### config.mk
export PLATFORM = sky130hd
export DESIGN_NAME = keypad_history_display
export DESIGN_NICKNAME = d
export VERILOG_FILES = /design/src/rtl/keypad_pkg.sv /design/src/rtl/hex7seg.sv /design/src/rtl/keypad_history_display.sv
export SDC_FILE = /design/constraint.sdc
export NUM_CORES = 1
export LEC_CHECK = 0
export CAP_MARGIN = 40
export CELL_PAD_IN_SITES_DETAIL_PLACEMENT = 1
export CELL_PAD_IN_SITES_GLOBAL_PLACEMENT = 2
export CORE_MARGIN = 2
export CORE_UTILIZATION = 30
export CTS_CLUSTER_DIAMETER = 40
export DETAILED_ROUTE_END_ITERATION = 10
export PLACE_DENSITY_LB_ADDON = 0.1
export SETUP_SLACK_MARGIN = 0.4
export SLEW_MARGIN = 20
export SYNTH_ARGS = -nofsm -noshare
export SYNTH_HDL_FRONTEND = slang
export SYNTH_HIERARCHICAL = 1
export SYNTH_SLANG_ARGS = --single-unit
### constraint.sdc
create_clock -name clk -period 2.4 [get_ports clk]
set_input_delay 0.6 -clock clk [delete_from_list [all_inputs] [get_ports clk]]
set_output_delay 0.6 -clock clk [all_outputs]
set_load 0.01 [all_outputs]
### src/rtl/keypad_pkg.sv
// Shared types and constant tables for the keypad history display.
// Latency: n/a (declarations only).
// Backpressure: n/a.
//
// Holds the scan FSM state enum, the 4x4 keypad legend and the active-low
// seven-segment glyph table (bit 0 = segment a ... bit 6 = segment g).
package keypad_pkg;

   typedef enum logic [1:0] {
      ST_SCAN,
      ST_DEBOUNCE,
      ST_HELD,
      ST_REL_DB
   } kp_state_t;

   // Standard telephone-style 4x4 pad: '*' reports as E, '#' as F.
   // Index is row*4 + col, row 0 at the top.
   localparam logic [0:15][3:0] KEYMAP = {
      4'h1, 4'h2, 4'h3, 4'hA,
      4'h4, 4'h5, 4'h6, 4'hB,
      4'h7, 4'h8, 4'h9, 4'hC,
      4'hE, 4'h0, 4'hF, 4'hD
   };

   // Active-low glyphs, {g,f,e,d,c,b,a}; b and d are lower-case.
   localparam logic [0:15][6:0] SEG_TABLE = {
      7'h40, 7'h79, 7'h24, 7'h30,
      7'h19, 7'h12, 7'h02, 7'h78,
      7'h00, 7'h10, 7'h08, 7'h03,
      7'h46, 7'h21, 7'h06, 7'h0E
   };

endpackage

### src/rtl/hex7seg.sv
// Hex nibble to active-low seven-segment pattern.
// Latency: combinational.
// Backpressure: none.
//
// Ports: hex  - 4-bit value to display
//        seg  - segments a..g (bit 0 = a), active-low
module hex7seg
   import keypad_pkg::*;
(
   input  logic [3:0] hex,
   output logic [6:0] seg
);

   assign seg = SEG_TABLE[hex];

endmodule

### src/rtl/keypad_history_display.sv
// Scanned-matrix keypad with debounce, press history and multiplexed 7-seg display.
// Latency: cols -> decision 2 clk sync, press accepted after DB_TICKS stable scan ticks.
// Backpressure: none; a held key blocks scanning until released (no auto-repeat).
//
// Ports: clk, reset (async, active-low)
//        cols       - keypad columns, active-low, asynchronous
//        rows       - one-cold row drive
//        seg, anode - registered display outputs, active-low
//        key_valid  - one-clk pulse per accepted press; key_code holds its code
module keypad_history_display
   import keypad_pkg::*;
#(
   parameter int          NROWS      = 4,
   parameter int          NCOLS      = 4,
   parameter int          NDIG       = 2,
   parameter int          SCAN_DIV   = 60000,
   parameter int          DB_TICKS   = 4,
   parameter int          MUX_DIV    = 30000,
   parameter int          CLEAR_EN   = 0,
   parameter logic [3:0]  CLEAR_CODE = 4'hE
) (
   input  logic             clk,
   input  logic             reset,
   input  logic [NCOLS-1:0] cols,
   output logic [NROWS-1:0] rows,
   output logic [6:0]       seg,
   output logic [NDIG-1:0]  anode,
   output logic             key_valid,
   output logic [3:0]       key_code
);

   localparam int RW = $clog2(NROWS);
   localparam int CW = $clog2(NCOLS);
   localparam int SW = $clog2(SCAN_DIV + 1);
   localparam int DW = $clog2(DB_TICKS + 1);
   localparam int MW = $clog2(MUX_DIV + 1);
   localparam int IW = (NDIG > 1) ? $clog2(NDIG) : 1;

   logic [NCOLS-1:0] cols_m, cols_s;
   logic [SW-1:0]    sc_cnt;
   logic             tick;
   kp_state_t        state_q, state_d;
   logic [RW-1:0]    row_q, row_d, row_next;
   logic [CW-1:0]    col_q, col_d, low_col;
   logic [DW-1:0]    cnt_q, cnt_d;
   logic             any_low;
   logic             pulse_d;
   logic [3:0]       code_d;
   logic [3:0]       hist [NDIG];
   logic [MW-1:0]    mx_cnt;
   logic [IW-1:0]    idx_q;
   logic [NDIG-1:0]  anode_d;
   logic [6:0]       dec_seg;

   // 4x4 pads use the printed legend; other sizes number keys linearly.
   function automatic logic [3:0] key_of(input logic [RW-1:0] r, input logic [CW-1:0] c);
      int lin;
      lin = int'(r) * NCOLS + int'(c);
      if (NROWS == 4 && NCOLS == 4) return KEYMAP[lin[3:0]];
      return lin[3:0];
   endfunction

   always_ff @(posedge clk or negedge reset) begin
      if (!reset) begin
         cols_m <= '1;
         cols_s <= '1;
      end else begin
         cols_m <= cols;
         cols_s <= cols_m;
      end
   end

   always_ff @(posedge clk or negedge reset) begin
      if (!reset)                         sc_cnt <= '0;
      else if (sc_cnt == SW'(SCAN_DIV-1)) sc_cnt <= '0;
      else                                sc_cnt <= sc_cnt + SW'(1);
   end
   assign tick = (sc_cnt == SW'(SCAN_DIV-1));

   // Lowest-index active column wins when several keys share the row.
   always_comb begin
      any_low = 1'b0;
      low_col = '0;
      for (int i = NCOLS-1; i >= 0; i--) begin
         if (!cols_s[i]) begin
            any_low = 1'b1;
            low_col = CW'(i);
         end
      end
   end

   assign row_next = (row_q == RW'(NROWS-1)) ? '0 : row_q + RW'(1);

   always_comb begin
      rows         = '1;
      rows[row_q]  = 1'b0;
   end

   always_ff @(posedge clk or negedge reset) begin
      if (!reset) begin
         state_q   <= ST_SCAN;
         row_q     <= '0;
         col_q     <= '0;
         cnt_q     <= '0;
         key_valid <= 1'b0;
         key_code  <= '0;
      end else begin
         state_q   <= state_d;
         row_q     <= row_d;
         col_q     <= col_d;
         cnt_q     <= cnt_d;
         key_valid <= pulse_d;
         key_code  <= code_d;
      end
   end

   always_comb begin
      state_d = state_q;
      row_d   = row_q;
      col_d   = col_q;
      cnt_d   = cnt_q;
      pulse_d = 1'b0;
      code_d  = key_code;
      if (tick) begin
         case (state_q)
            ST_SCAN: begin
               if (any_low) begin
                  col_d   = low_col;
                  cnt_d   = '0;
                  state_d = ST_DEBOUNCE;
               end else begin
                  row_d = row_next;
               end
            end
            ST_DEBOUNCE: begin
               if (!cols_s[col_q]) begin
                  if (cnt_q == DW'(DB_TICKS-1)) begin
                     pulse_d = 1'b1;
                     code_d  = key_of(row_q, col_q);
                     cnt_d   = '0;
                     state_d = ST_HELD;
                  end else begin
                     cnt_d = cnt_q + DW'(1);
                  end
               end else begin
                  // Bounce: rescan the same row from scratch.
                  state_d = ST_SCAN;
               end
            end
            ST_HELD: begin
               if (cols_s[col_q]) begin
                  cnt_d   = '0;
                  state_d = ST_REL_DB;
               end
            end
            ST_REL_DB: begin
               if (!cols_s[col_q]) begin
                  // Release bounce returns to HELD silently: no repeat press.
                  state_d = ST_HELD;
               end else if (cnt_q == DW'(DB_TICKS-1)) begin
                  cnt_d   = '0;
                  row_d   = row_next;
                  state_d = ST_SCAN;
               end else begin
                  cnt_d = cnt_q + DW'(1);
               end
            end
            default: state_d = ST_SCAN;
         endcase
      end
   end

   always_ff @(posedge clk or negedge reset) begin
      if (!reset) begin
         for (int i = 0; i < NDIG; i++) hist[i] <= '0;
      end else if (pulse_d) begin
         if (CLEAR_EN != 0 && code_d == CLEAR_CODE) begin
            for (int i = 0; i < NDIG; i++) hist[i] <= '0;
         end else begin
            hist[0] <= code_d;
            for (int i = 1; i < NDIG; i++) hist[i] <= hist[i-1];
         end
      end
   end

   always_ff @(posedge clk or negedge reset) begin
      if (!reset) begin
         mx_cnt <= '0;
         idx_q  <= '0;
      end else if (mx_cnt == MW'(MUX_DIV-1)) begin
         mx_cnt <= '0;
         idx_q  <= (idx_q == IW'(NDIG-1)) ? '0 : idx_q + IW'(1);
      end else begin
         mx_cnt <= mx_cnt + MW'(1);
      end
   end

   always_comb begin
      anode_d        = '1;
      anode_d[idx_q] = 1'b0;
   end

   hex7seg u_hex7seg (
      .hex (hist[idx_q]),
      .seg (dec_seg)
   );

   // Both display outputs come from one register stage off the same index,
   // so digit select and segment pattern always switch together.
   always_ff @(posedge clk or negedge reset) begin
      if (!reset) begin
         anode <= '1;
         seg   <= 7'h7F;
      end else begin
         anode <= anode_d;
         seg   <= dec_seg;
      end
   end

endmodule

After elaboration in Yosys (flattened, before gate mapping)
Memories as Yosys holds them, arrays and structs flattened. A register that Yosys moved wholly into a read port is not among the register bits. Index checks and enable logic that the tools add are counted.

Output and inout port bits: 18. Latch bits: 0. RAM bits: 0. Memories: 2. Register bits: 64. Bits in read-only memories: 176. Input bits: 6.

Memories: (no name shown) (words 16, width 7, rd ports 1, clocked after Yosys merged registers in 1, write ports 0, line hex7seg.sv:14) `assign seg = SEG_TABLE[hex];`; (no name shown) (words 16, width 4, rd ports 1, clocked after Yosys merged registers in 0, write ports 0, line keypad_history_display.sv:59) `if (NROWS == 4 && NCOLS == 4) return KEYMAP[lin[3:0]];`.

Bitwise operators: 5. Div/mod/pow operators: 0. Multipliers: 0. Order comparisons: 7. Shift-type cells: 0. Add/sub/neg operators: 6. Equality and inequality tests: 15. Reduce and logical (&&, ||, !) cells: 9. Mux-type cells: 53.

Operators by type and width (count): 4-bit 2-to-1 mux (10); 2-bit 2-to-1 mux (14); 16-bit by 1-bit adder with 16-bit output, second input constant (1); 16-bit == test, second input constant (1); 1-bit 2-to-1 mux (16); 16-bit 2-to-1 mux (1); 15-bit by 1-bit adder with 15-bit output, second input constant (1); 15-bit == test, second input constant (1); 15-bit 2-to-1 mux (1); 3-bit 2-to-1 mux (5); 5-bit AND reduction (3); 2-bit inequality test, second input constant (6); 3-bit one-hot mux with 4 select lines (1); 4-bit NOT with 5-bit output (2); 2-bit one-hot mux with 4 select lines (1); 2-bit == test, second input constant (3); 2-bit by 3-bit < comparator with 1-bit output, second input constant (2); 3-bit inequality test, second input constant (2); 5-bit >= comparator, second input constant (1); 4-bit by 2-bit adder with 4-bit output (1); 4-bit NOT (1); 2-bit one-hot mux with 2 select lines (1); 3-bit by 1-bit adder with 3-bit output, second input constant (1); 3-bit by 2-bit == test with 1-bit output, second input constant (1); 17 further kinds (18).

Logic depth before layout (Yosys ltp)
Gate-level depths: netlist of the first run.

Depth after elaboration: 10. Mapped depth: 7. Depth with buffers taken out: 7.

Hierarchy
The synthesis of the first run kept the hierarchy.

Modules (own cells, without submodules): keypad_history_display (instances 1, area an instance 3183.1 um^2, cells an instance 275); hex7seg (instances 1, area an instance 269.0 um^2, cells an instance 33).

Worst setup path after synthesis of the first run
OpenSTA, ideal clock, no wires.

Path type: reg2reg. From: register sc_cnt[0]. To: register hist[0] in the netlist's numbering. Data arrival time: 2.008 ns. Period minus slack after synthesis: 2.133 ns. Setup slack: 0.267 ns. Stages on the path, launching flop included: 6. Library setup time: 0.125 ns. Required time: 2.275 ns. Path through: dfrtp_1 > ha_1 > nand4_1 > or4_4 > nor3_4 > mux2_2.

Cells in the longest elaborated chain, start to end: 2.

RTL lines: start: declaration (line keypad_history_display.sv:40) `logic [SW-1:0] sc_cnt;`; start signal: assignment (line keypad_history_display.sv:76) `else sc_cnt <= sc_cnt + SW'(1);`; 16-bit == test (line keypad_history_display.sv:78) `assign tick = (sc_cnt == SW'(SCAN_DIV-1));`; 1-bit 2-to-1 mux (line keypad_history_display.sv:124) `if (tick) begin`; end: declaration (line keypad_history_display.sv:49) `logic [3:0] hist [NDIG];`.

No other way between the ends. A chain may end at the register's enable or synchronous reset.

Worst setup path in the final report of the first run
From: register sc_cnt[10]. To: register hist[3] in the netlist's numbering.

The elaborated chain is that of the path after synthesis.

==> results of run 1 <==
-- cell families after synthesis --
group | synth area share
and+or+nand+nor | 0.169
DFF | 0.521
AOI/OAI and AO/OA | 0.0765
buffers and inverters | 0.0337
xor gates and xnor gates | 0.0660
muxes | 0.0692
adders and majority gates | 0.0652
-- cell usage after synthesis (2+ instances only) --
library cell / n
a21oi_1: 7
a22o_1: 3
and3_1: 4
and4_1: 5
buf_6: 2
clkbuf_1: 7
dfrtp_1: 54
dfstp_2: 17
ha_1: 18
inv_1: 18
mux2_2: 9
mux2i_1: 7
mux4_2: 3
nand2_1: 27
nand2b_1: 3
nand3_1: 11
nand4_1: 6
nor2_1: 28
nor2b_1: 5
nor4_1: 2
o211ai_1: 2
o21a_1: 6
o21ai_0: 12
o21ai_1: 2
or2_2: 3
or3_1: 2
xnor2_1: 14
xor2_1: 12
-- critical path: stages, from the launching register on --
cell,delay [ps]
dfrtp_1,380
or3b_4,400
or4_4,520
nor3_4,250
buf_12,160
mux2_4,300
-- worst paths after layout --
check,to,start,slack [ps],cells past startpoint
worst max-delay path,hist[3]$_DFFE_PN0P_,sc_cnt[10]$_DFF_PN0_,270,5
worst min-delay path,cnt_q[1]$_DFFE_PN0P_,reset,250,2
worst max register to register,hist[3]$_DFFE_PN0P_,sc_cnt[10]$_DFF_PN0_,270,5
worst min register to register,cols_s[1]$_DFF_PN1_,cols_m[1]$_DFF_PN1_,360,0
max in group asynchronous,seg[0]$_DFF_PN1_,reset,1740,2
min in group clk,cols_s[1]$_DFF_PN1_,cols_m[1]$_DFF_PN1_,360,0
-- flip-flops by register name (all words and copies together), names as in the netlist, 3 cells and up, named ones only --
signal	cells
cols_s	4
sc_cnt	16
key_code	4
hist	8
seg	7
cols_m	4
mx_cnt	15
cnt_q	3
-- metrics by stage --
stage / power, W / std cells / area, um^2 / worst slack [ps]
after floorplan: 0.00124 / 308 / 3460 / 291
after CTS: 0.00270 / 509 / 4420 / 269
final: 0.00264 / 512 / 4500 / 266
after global placement: 0.00128 / 474 / 3910 / 232
after global routing: 0.00276 / 512 / 4500 / 227
after detailed placement: 0.00128 / 474 / 3910 / 183
-- cell type report --
| cell class | count | area (um^2) | area share |
|---|---|---|---|
| Clock buffer | 11 | 253 | 0.0561 |
| Tap cell | 143 | 179 | 0.0397 |
| Multi-Input combinational cell | 210 | 1630 | 0.362 |
| Clock inverter | 5 | 56.3 | 0.0125 |
| Timing Repair Buffer | 54 | 517 | 0.115 |
| Inverter | 18 | 67.6 | 0.0150 |
| Sequential cell | 71 | 1800 | 0.400 |
-- layer usage --
metal | global-route usage | wire length, um | up-vias
li1 | - | - | 1174
met1 | 0.178 | 3630 | 1190
met2 | 0.204 | 3480 | 30
met3 | 0.0301 | 248 | 6
met4 | 0.0568 | 80 | 0
met5 | 0 | 0 | -
-- timing repair --
action,CTS,global route
setup buffers,18,3
endpoints found under the setup margin,21,25
endpoints found under the hold margin,0,0
gates resized for setup,16,16
cloned,1,0
pin swaps,4,2
-- power breakdown --
group,internal (W),switching (W)
logic,0.0000149,0.0000316
registers,0.00121,0.00000489
clock network,0.000859,0.000522
total,0.00208,0.000558
==> run_results.csv, run 1 <==
group,metric,value,unit
yosys,ys_seq_elements,71,
yosys,yosysSeqAreaShare,0.521,
layout,layout.nets,388,
worst_hold_path,hold_class,"primary input to asynchronous set/reset pin",
floorplanning,ioPinCount,24,
floorplanning,core_area,11300,um^2
clock_network,cts_buffers,9,
layout,drive_above_1_share,0.263,
worst_setup_path,cp-end-kind,"flip-flop",
power,power_leakage,2.00,nW
power,powerDensity,587,nW/um^2
sta,slew-limit-headroom,0.712,
sta,finalSetupViolations,0,
yosys,synth_edf_count,0,
global_route,grt_pass1_wl,13100,um
yosys,syn_nets,332,
sta,tns,0,ps
layout,final_cell_mix,"dfrtp_1, nor2_1, nand2_1, buf_4",
clock_network,clock_path_buffers,2,
layout,nFillCells,1247,
routing,wl_per_cell,14.5,um
global_route,grt_pass1_vias,2592,
clock_network,cts_hold_buf,0,
yosys,synthArstFlopShare,1.00,
clock_network,clkTransAtPathRegs,60,ps
yosys,ys_warn_count,6,
worst_setup_path,cp.required,2610,ps
layout,area_delta_synth_final,30.4,%
routing,finalWirelength,7440,um
global_route,grt-ovfl-total,0,
outcome,status,"complete, no violations",
clock_network,tritoncts,"built",
yosys,synth_top_area_cell,"dfrtp_1",
yosys,avgSynthCellArea,11.2,um^2
yosys,synth.cell_area,3450,um^2
routing,drc,0,
floorplanning,die-area,12400,um^2
global_route,globalRouteTotalUtil,0.132,
sta,worst_pin_slew,433,ps
power,irDropWorstVdd,0.426,mV
worst_setup_path,crit_type,"flip-flop to flip-flop",
routing,num_vias,2400,
worst_setup_path,cp_max_fo,6,
clock_network,insertion_delay,330,ps
layout,final_common_cell,"dfrtp_1",
sta,clock_skew,5.82,ps
sta,hold_slack,246,ps
sta,finalCritPeriodShare,0.889,
floorplanning,start_util,0.305,
run,max-cap-violations,0,
routing,drtIter0Drc,97,
global_route,grt_start_max_net_pins,72,
place,dpl.hpwl,4820,um
sta,hold_viol_final,0,
global_route,antenna_found_initial,0,
place,port_buffers,23,
floorplanning,die_y,111,um
yosys,synth-main-ff-cell,"dfrtp_1",
clock_network,h-tree-depth,3,
clock_network,clockRootBuffer,"clkbuf_16",
sta,grt_setup_unrepaired,"true",
yosys,synth.area.top_cells,"dfrtp_1, dfstp_2, ha_1, xnor2_1, nor2_1",
floorplanning,die_w,111,um
yosys,yosys.area.top_type_share,0.391,
sta,timing.final.crit_period,2130,ps
routing,viasPerCell,4.69,
yosys,ys_types,47,
routing,drtAntennaViolNets,0,
worst_setup_path,cp-start-kind,"flip-flop",
routing,first_pass_iters,4,
clock_network,cts_sinks,71,
floorplanning,num_rows,39,
sta,fmax,469,MHz
worst_setup_path,cp.arrival,2340,ps
yosys,synth_cells,308,
place,gp_congestion,0.712,
sta,maxSlewViolCount,0,
layout,diodes,0,
layout,final_core_util,0.398,
No activity file was read; power rests on OpenSTA's default activity.
==> run 2, diff against run 1 <==
--- a/config.mk
+++ b/config.mk
@@ -12,6 +12,7 @@
 export CORE_UTILIZATION = 30
 export CTS_CLUSTER_DIAMETER = 40
 export DETAILED_ROUTE_END_ITERATION = 10
+export HOLD_SLACK_MARGIN = 0.05
 export PLACE_DENSITY_LB_ADDON = 0.1
 export SETUP_SLACK_MARGIN = 0.4
 export SLEW_MARGIN = 20
==> results of run 2 <==
No change in the layout: final DEF, timing and power equal those of run 1.
==> RTL edit 1, RTL diff (settings of run 2) <==
Change the parameter `NDIG` from 2 to 4.
--- a/src/rtl/keypad_history_display.sv
+++ b/src/rtl/keypad_history_display.sv
@@ -13,5 +13,5 @@
    parameter int          NROWS      = 4,
    parameter int          NCOLS      = 4,
-   parameter int          NDIG       = 2,
+   parameter int          NDIG       = 4,
    parameter int          SCAN_DIV   = 60000,
    parameter int          DB_TICKS   = 4,
Interface: changed (resized anode); port bits go from 24 to 26. No check against the original RTL was run, so the function may have changed too.
==> RTL edit 1 against run 2 <==
Total power rose by 3.0%. Wire length up 17%. Synthesized cell count grew 14%. Sequential cell count is 11 higher. Setup slack improved by 0.18 ns. Cell area grew 12%. Final cell count grew 13%. Area after synthesis up 19%. Largest power group is now sequential cells. Highest routed layer unchanged.
==> RTL edit 1: results (changes against run 2) <==
| Metric | Value |
|---|---|
| Placed instance area | 4592 sq um (was 3905 sq um) |
| Tightest Pin Transition | 0.4822 ns (was 0.4326 ns) |
| Gr usage total | 12.93% (was 13.21%) |
| Clock root buffer | clkbuf_16 (unchanged) |
| Met1 Use GR | 17.74% (was 17.85%) |
| Fill cells | 1,474 (was 1,247) |
| ANT cells | 0 (unchanged) |
| Seq/Total Area, Yosys | 50.43% (was 52.08%) |
| H-tree Lvls | 3 (unchanged) |
| Share of layout cells above drive strength 1 | 25.44% (was 26.29%) |
| Clock-pin slew on the worst setup and hold paths | 0.06 ns (about the same) |
| Grt met3 use | 4.229% (was 3.007%) |
| Crit path time final | 1.949 ns (was 2.134 ns) |
| Setup Skew | 0.007191 ns (was 0.005823 ns) |
| Clock latency reported for the late side of the worst-skew pair | 0.34 ns |
| Peak VDD IR | 275.3 uV (was 426.3 uV) |
| Most instantiated cells after synthesis | 63 x dfrtp_1, 30 x nor2_1, 27 x inv_1, 23 x ha_1, 20 x nand2_1 (was 54 x dfrtp_1, 28 x nor2_1, 27 x nand2_1, 18 x ha_1, 18 x inv_1) |
| Starting DRT DRC Count | 78 (was 97) |
| Fraction of registers with async set/reset | 100.0% (unchanged) |
| Routability cong. | 0.7078 (was 0.7118) |
| First-pass GRT wire length | 14,680 um (was 13,100 um) |
| Worst Path Max Fanout | 12 (was 6) |
| Initial antenna violation count | 0 (unchanged) |
| Syn_nets | 380 (was 332) |
| PortBufs | 25 (was 23) |
| CTS buffer count | 9 (unchanged) |
| Post-DP HPWL | 5809 um (was 4819 um) |
| GRT met2 Usage | 19.45% (was 20.37%) |
| R2R Setup Slk | 0.45 ns (was 0.27 ns) |
| Largest regs | hist (16), sc_cnt (16), mx_cnt (15) (was sc_cnt (16), mx_cnt (15), hist (8)) |
| Synth top area share | 38.30% (was 39.14%) |
| Worst hold path type | primary input to asynchronous set/reset pin (unchanged) |
| Leak | 2.315 nW (was 1.998 nW) |
| Clk buf depth | 2 (unchanged) |
| Critical Path AT | 2.17 ns (was 2.34 ns) |
| Synth area leaders | dfrtp_1 38%, dfstp_2 12%, ha_1 7.0%, mux4_2 3.8%, mux2_4 3.6% (was dfrtp_1 39%, dfstp_2 13%, ha_1 6.5%, xnor2_1 3.6%, nor2_1 3.0%) |
| Yosys Warn Count | 6 (unchanged) |
| Post-Place Worst Slack | 0.2554 ns (was 0.1827 ns) |
| NumNets Final | 426 (was 388) |
| Pre-antenna DRT Iters | 4 (unchanged) |
| Fin Hold WS | 0.2116 ns (was 0.2458 ns) |
| Switch share | 21.64% (was 21.12%) |
| Largest net degree at the start of global routing | 52 (was 72) |
| Status | complete, no violations (unchanged) |
| Number of global-route vias before repair | 2,832 (was 2,592) |
| Via/cell ratio | 4.818 (was 4.688) |
| Flop pwr share | 51.5% (was 46.0%) |
| Synth cell types | 52 (was 47) |
| Drt wl/cell | 15.05 um (was 14.53 um) |
[RTL edit 1: cell types whose count changed in the layout (fill, tap and decap cells not counted), moves of 5 or more]
cell             change
ha_1                 +5
nand4_1              +7
mux2_4               +6
inv_1                +8
dlymetal6s2s_1       +5
dfrtp_2              +5
nand2_1              -6
clkdlybuf4s50_1      -6
[RTL edit 1: routing by layer]
metal | vias to the layer above | share of wire, %
met5 | - | 0
met4 | 0 | 0.89
met3 | 6 | 3.2
met2 | 33 | 46
met1 | 1420 | 50
li1 | 1321 | -
[RTL edit 1: path summary, 6_finish.rpt]
path	start	to	cells past startpoint
max in group asynchronous	reset	cols_m[2]	2
max	sc_cnt[8]	hist[9]	5
min in group clk	cols_m[0]	cols_s[0]	0
min reg2reg	cols_m[0]	cols_s[0]	0
min	reset	key_valid	1
max reg2reg	sc_cnt[8]	hist[9]	5
[RTL edit 1: cell type report]
class	count	area, sq um	area share [%]
clock inverters	3	17.52	0.3475
inverters	27	101.3	2.010
multi-input cells	230	1936	38.40
well taps	176	220.2	4.368
flip-flops and latches	82	2083	41.33
clock buffers	12	246.5	4.890
repair buffers	47	436.7	8.662
[RTL edit 1: stage by stage]
step	std cells	utilization [%]
finish	577	37.77
global route	577	37.77
CTS	571	36.93
detailed placement	548	34.40
global placement	548	34.40
floorplan	351	-
[RTL edit 1: logic make-up after synthesis]
family,after synthesis,share of synthesized area [%]
AO/OA/AOI/OAI,39,6.505
multiplexers,33,11.55
XOR/XNOR,23,4.894
flip-flops,82,50.43
AND/OR/NAND/NOR,112,15.59
buffers and inverters,39,4.043
adder cells (fa/ha/maj),23,6.991
[RTL edit 1: power groups by stage]
stage / clock [mW] / sequential [mW] / combinational [mW]
2_1_floorplan: 0 / 1.42 / 0.0104
3_3_place_gp: 0 / 1.42 / 0.0549
3_5_place_dp: 0 / 1.43 / 0.0558
4_1_cts: 1.32 / 1.40 / 0.0570
5_1_grt: 1.39 / 1.40 / 0.0628
6_report: 1.27 / 1.40 / 0.0540
[RTL edit 1: what timing repair did]
| action | 4_1_cts | 5_1_grt |
|---|---|---|
| endpoints found under the hold margin | 0 | 0 |
| hold buffers | 0 | 0 |
| gates resized for setup | 17 | 19 |
| setup endpoints to repair | 56 | 50 |
| buffers inserted | 8 | 6 |
| pin swaps | 2 | 4 |
[RTL edit 1: critical path, cell delays in order, from the launching register on]
cell and delay, ns:
dfrtp_2 0.41, or3b_4 0.45, nor4_4 0.35, nand3_2 0.13, buf_8 0.17, mux2_4 0.30
==> RTL edit 2, RTL diff (config.mk and constraints of run 2) <==
Made on the original files. Remove the register `anode`: a continuous assignment takes its place, so the output `anode` follows one clock earlier. Comments in the files are not updated.
--- a/src/rtl/keypad_history_display.sv
+++ b/src/rtl/keypad_history_display.sv
@@ -210,12 +210,12 @@
    always_ff @(posedge clk or negedge reset) begin
       if (!reset) begin
-         anode <= '1;
          seg   <= 7'h7F;
       end else begin
-         anode <= anode_d;
          seg   <= dec_seg;
       end
    end
 
+   assign anode = anode_d;
+
 endmodule
 
Check against the original RTL: not equivalent (a bounded check fails within 4 cycles, from zero or initial values and one cycle with reset low).
==> RTL edit 2 against run 2 <==
Synthesized cell count decreased by 0.32%. Critical path depth increased by 2. Utilization increased by 1.3 points. Largest power group unchanged. Total power decreased by 2.7%. Setup slack got worse by 0.024 ns. Critical endpoint is now key_code[2]. Wire length decreased by 2.2%. Sequential cell count decreased by 2. Clock skew increased by 0.0015 ns. Cell area increased by 0.19%. Area after synthesis decreased by 1.3%.
==> RTL edit 2: results (changes against run 2) <==
| Metric | Value |
|---|---|
| Status | complete, no violations (unchanged) |
| Routability cong. | 0.7017 (was 0.7118) |
| Syn_nets | 331 (was 332) |
| DR WL met2 | 3291 um (was 3478 um) |
| Critical Path AT | 2.37 ns (was 2.34 ns) |
| Gr usage total | 12.61% (was 13.21%) |
| Synth cell types | 48 (was 47) |
| DRT met1 WL | 3645 um (was 3631 um) |
| First-pass GRT wire length | 12,540 um (was 13,100 um) |
| Post-CTS setup buffers | 14 (was 18) |
| Slew HR | 67.38% (was 71.16%) |
| Proportion of synthesized area in mux cells | 7.014% (was 6.923%) |
| Placed instance area | 3856 sq um (was 3905 sq um) |
| Seq/Total Area, Yosys | 51.23% (was 52.08%) |
| Leak | 2.012 nW (was 1.998 nW) |
| Post-Place Worst Slack | 0.1712 ns (was 0.1827 ns) |
| Fill cells | 1,193 (was 1,247) |
| Multi-input combinational cell area | 1649 sq um (was 1632 sq um) |
| Worst setup path start | col_q[0] (was sc_cnt[10]) |
| Overall via count from detail_route | 2,424 (was 2,400) |
| Synth Area in Compound Gates | 7.749% (was 7.648%) |
| Dpl cells | 470 (was 474) |
| Worst Path Max Fanout | 5 (was 6) |
| Starting DRT DRC Count | 89 (was 97) |
| R2R Setup Slk | 0.24 ns (was 0.27 ns) |
| Number of global-route vias before repair | 2,574 (was 2,592) |
| WL met3 | 198 um (was 248 um) |
| Setup Skew | 0.007359 ns (was 0.005823 ns) |
| Fin Hold WS | 0.2277 ns (was 0.2458 ns) |
| Peak VDD IR | 317.3 uV (was 426.3 uV) |
| Post-DP HPWL | 4831 um (was 4819 um) |
| Share of layout cells above drive strength 1 | 25.75% (was 26.29%) |
| Reg2reg path depth | 7 (was 5) |
| Max Freq | 463.5 MHz (was 468.6 MHz) |
| XOR/XNOR Fraction of Synth Area | 6.684% (was 6.597%) |
| Largest net degree at the start of global routing | 38 (was 72) |
| Mean post-synth cell area | 11.10 sq um (was 11.21 sq um) |
| Grt met3 use | 2.799% (was 3.007%) |
[RTL edit 2: cell type report]
class,count,area share [%]
multi-input cells,210,36.55
clock buffers,12,5.685
inverters,18,1.498
flip-flops and latches,69,38.74
repair buffers,56,12.59
well taps,140,3.882
clock inverters,4,1.054
[RTL edit 2: critical path, cell delays in order (launching register included)]
cell and delay [ns]:
dfrtp_1 0.41, mux4_2 0.55, or2_2 0.33, nor3_4 0.27, buf_6 0.15, buf_16 0.10
o311ai_1 0.11, o21a_1 0.13
[RTL edit 2: power breakdown]
part	switching, mW	leakage, nW	total [mW]	internal (mW)
logic	0.0312	0.984	0.0470	0.0158
clock network	0.487	0.149	1.34	0.857
registers	0.00448	0.879	1.18	1.18
[RTL edit 2: kinds of logic (layout without fill, tap and decap cells)]
| group | Yosys count | count (layout) |
|---|---|---|
| fa+ha+maj | 18 | 18 |
| simple gates | 107 | 107 |
| xor+xnor | 26 | 26 |
| buf+inv | 28 | 90 |
| compound gates | 40 | 40 |
| flops | 69 | 69 |
| mux | 19 | 19 |
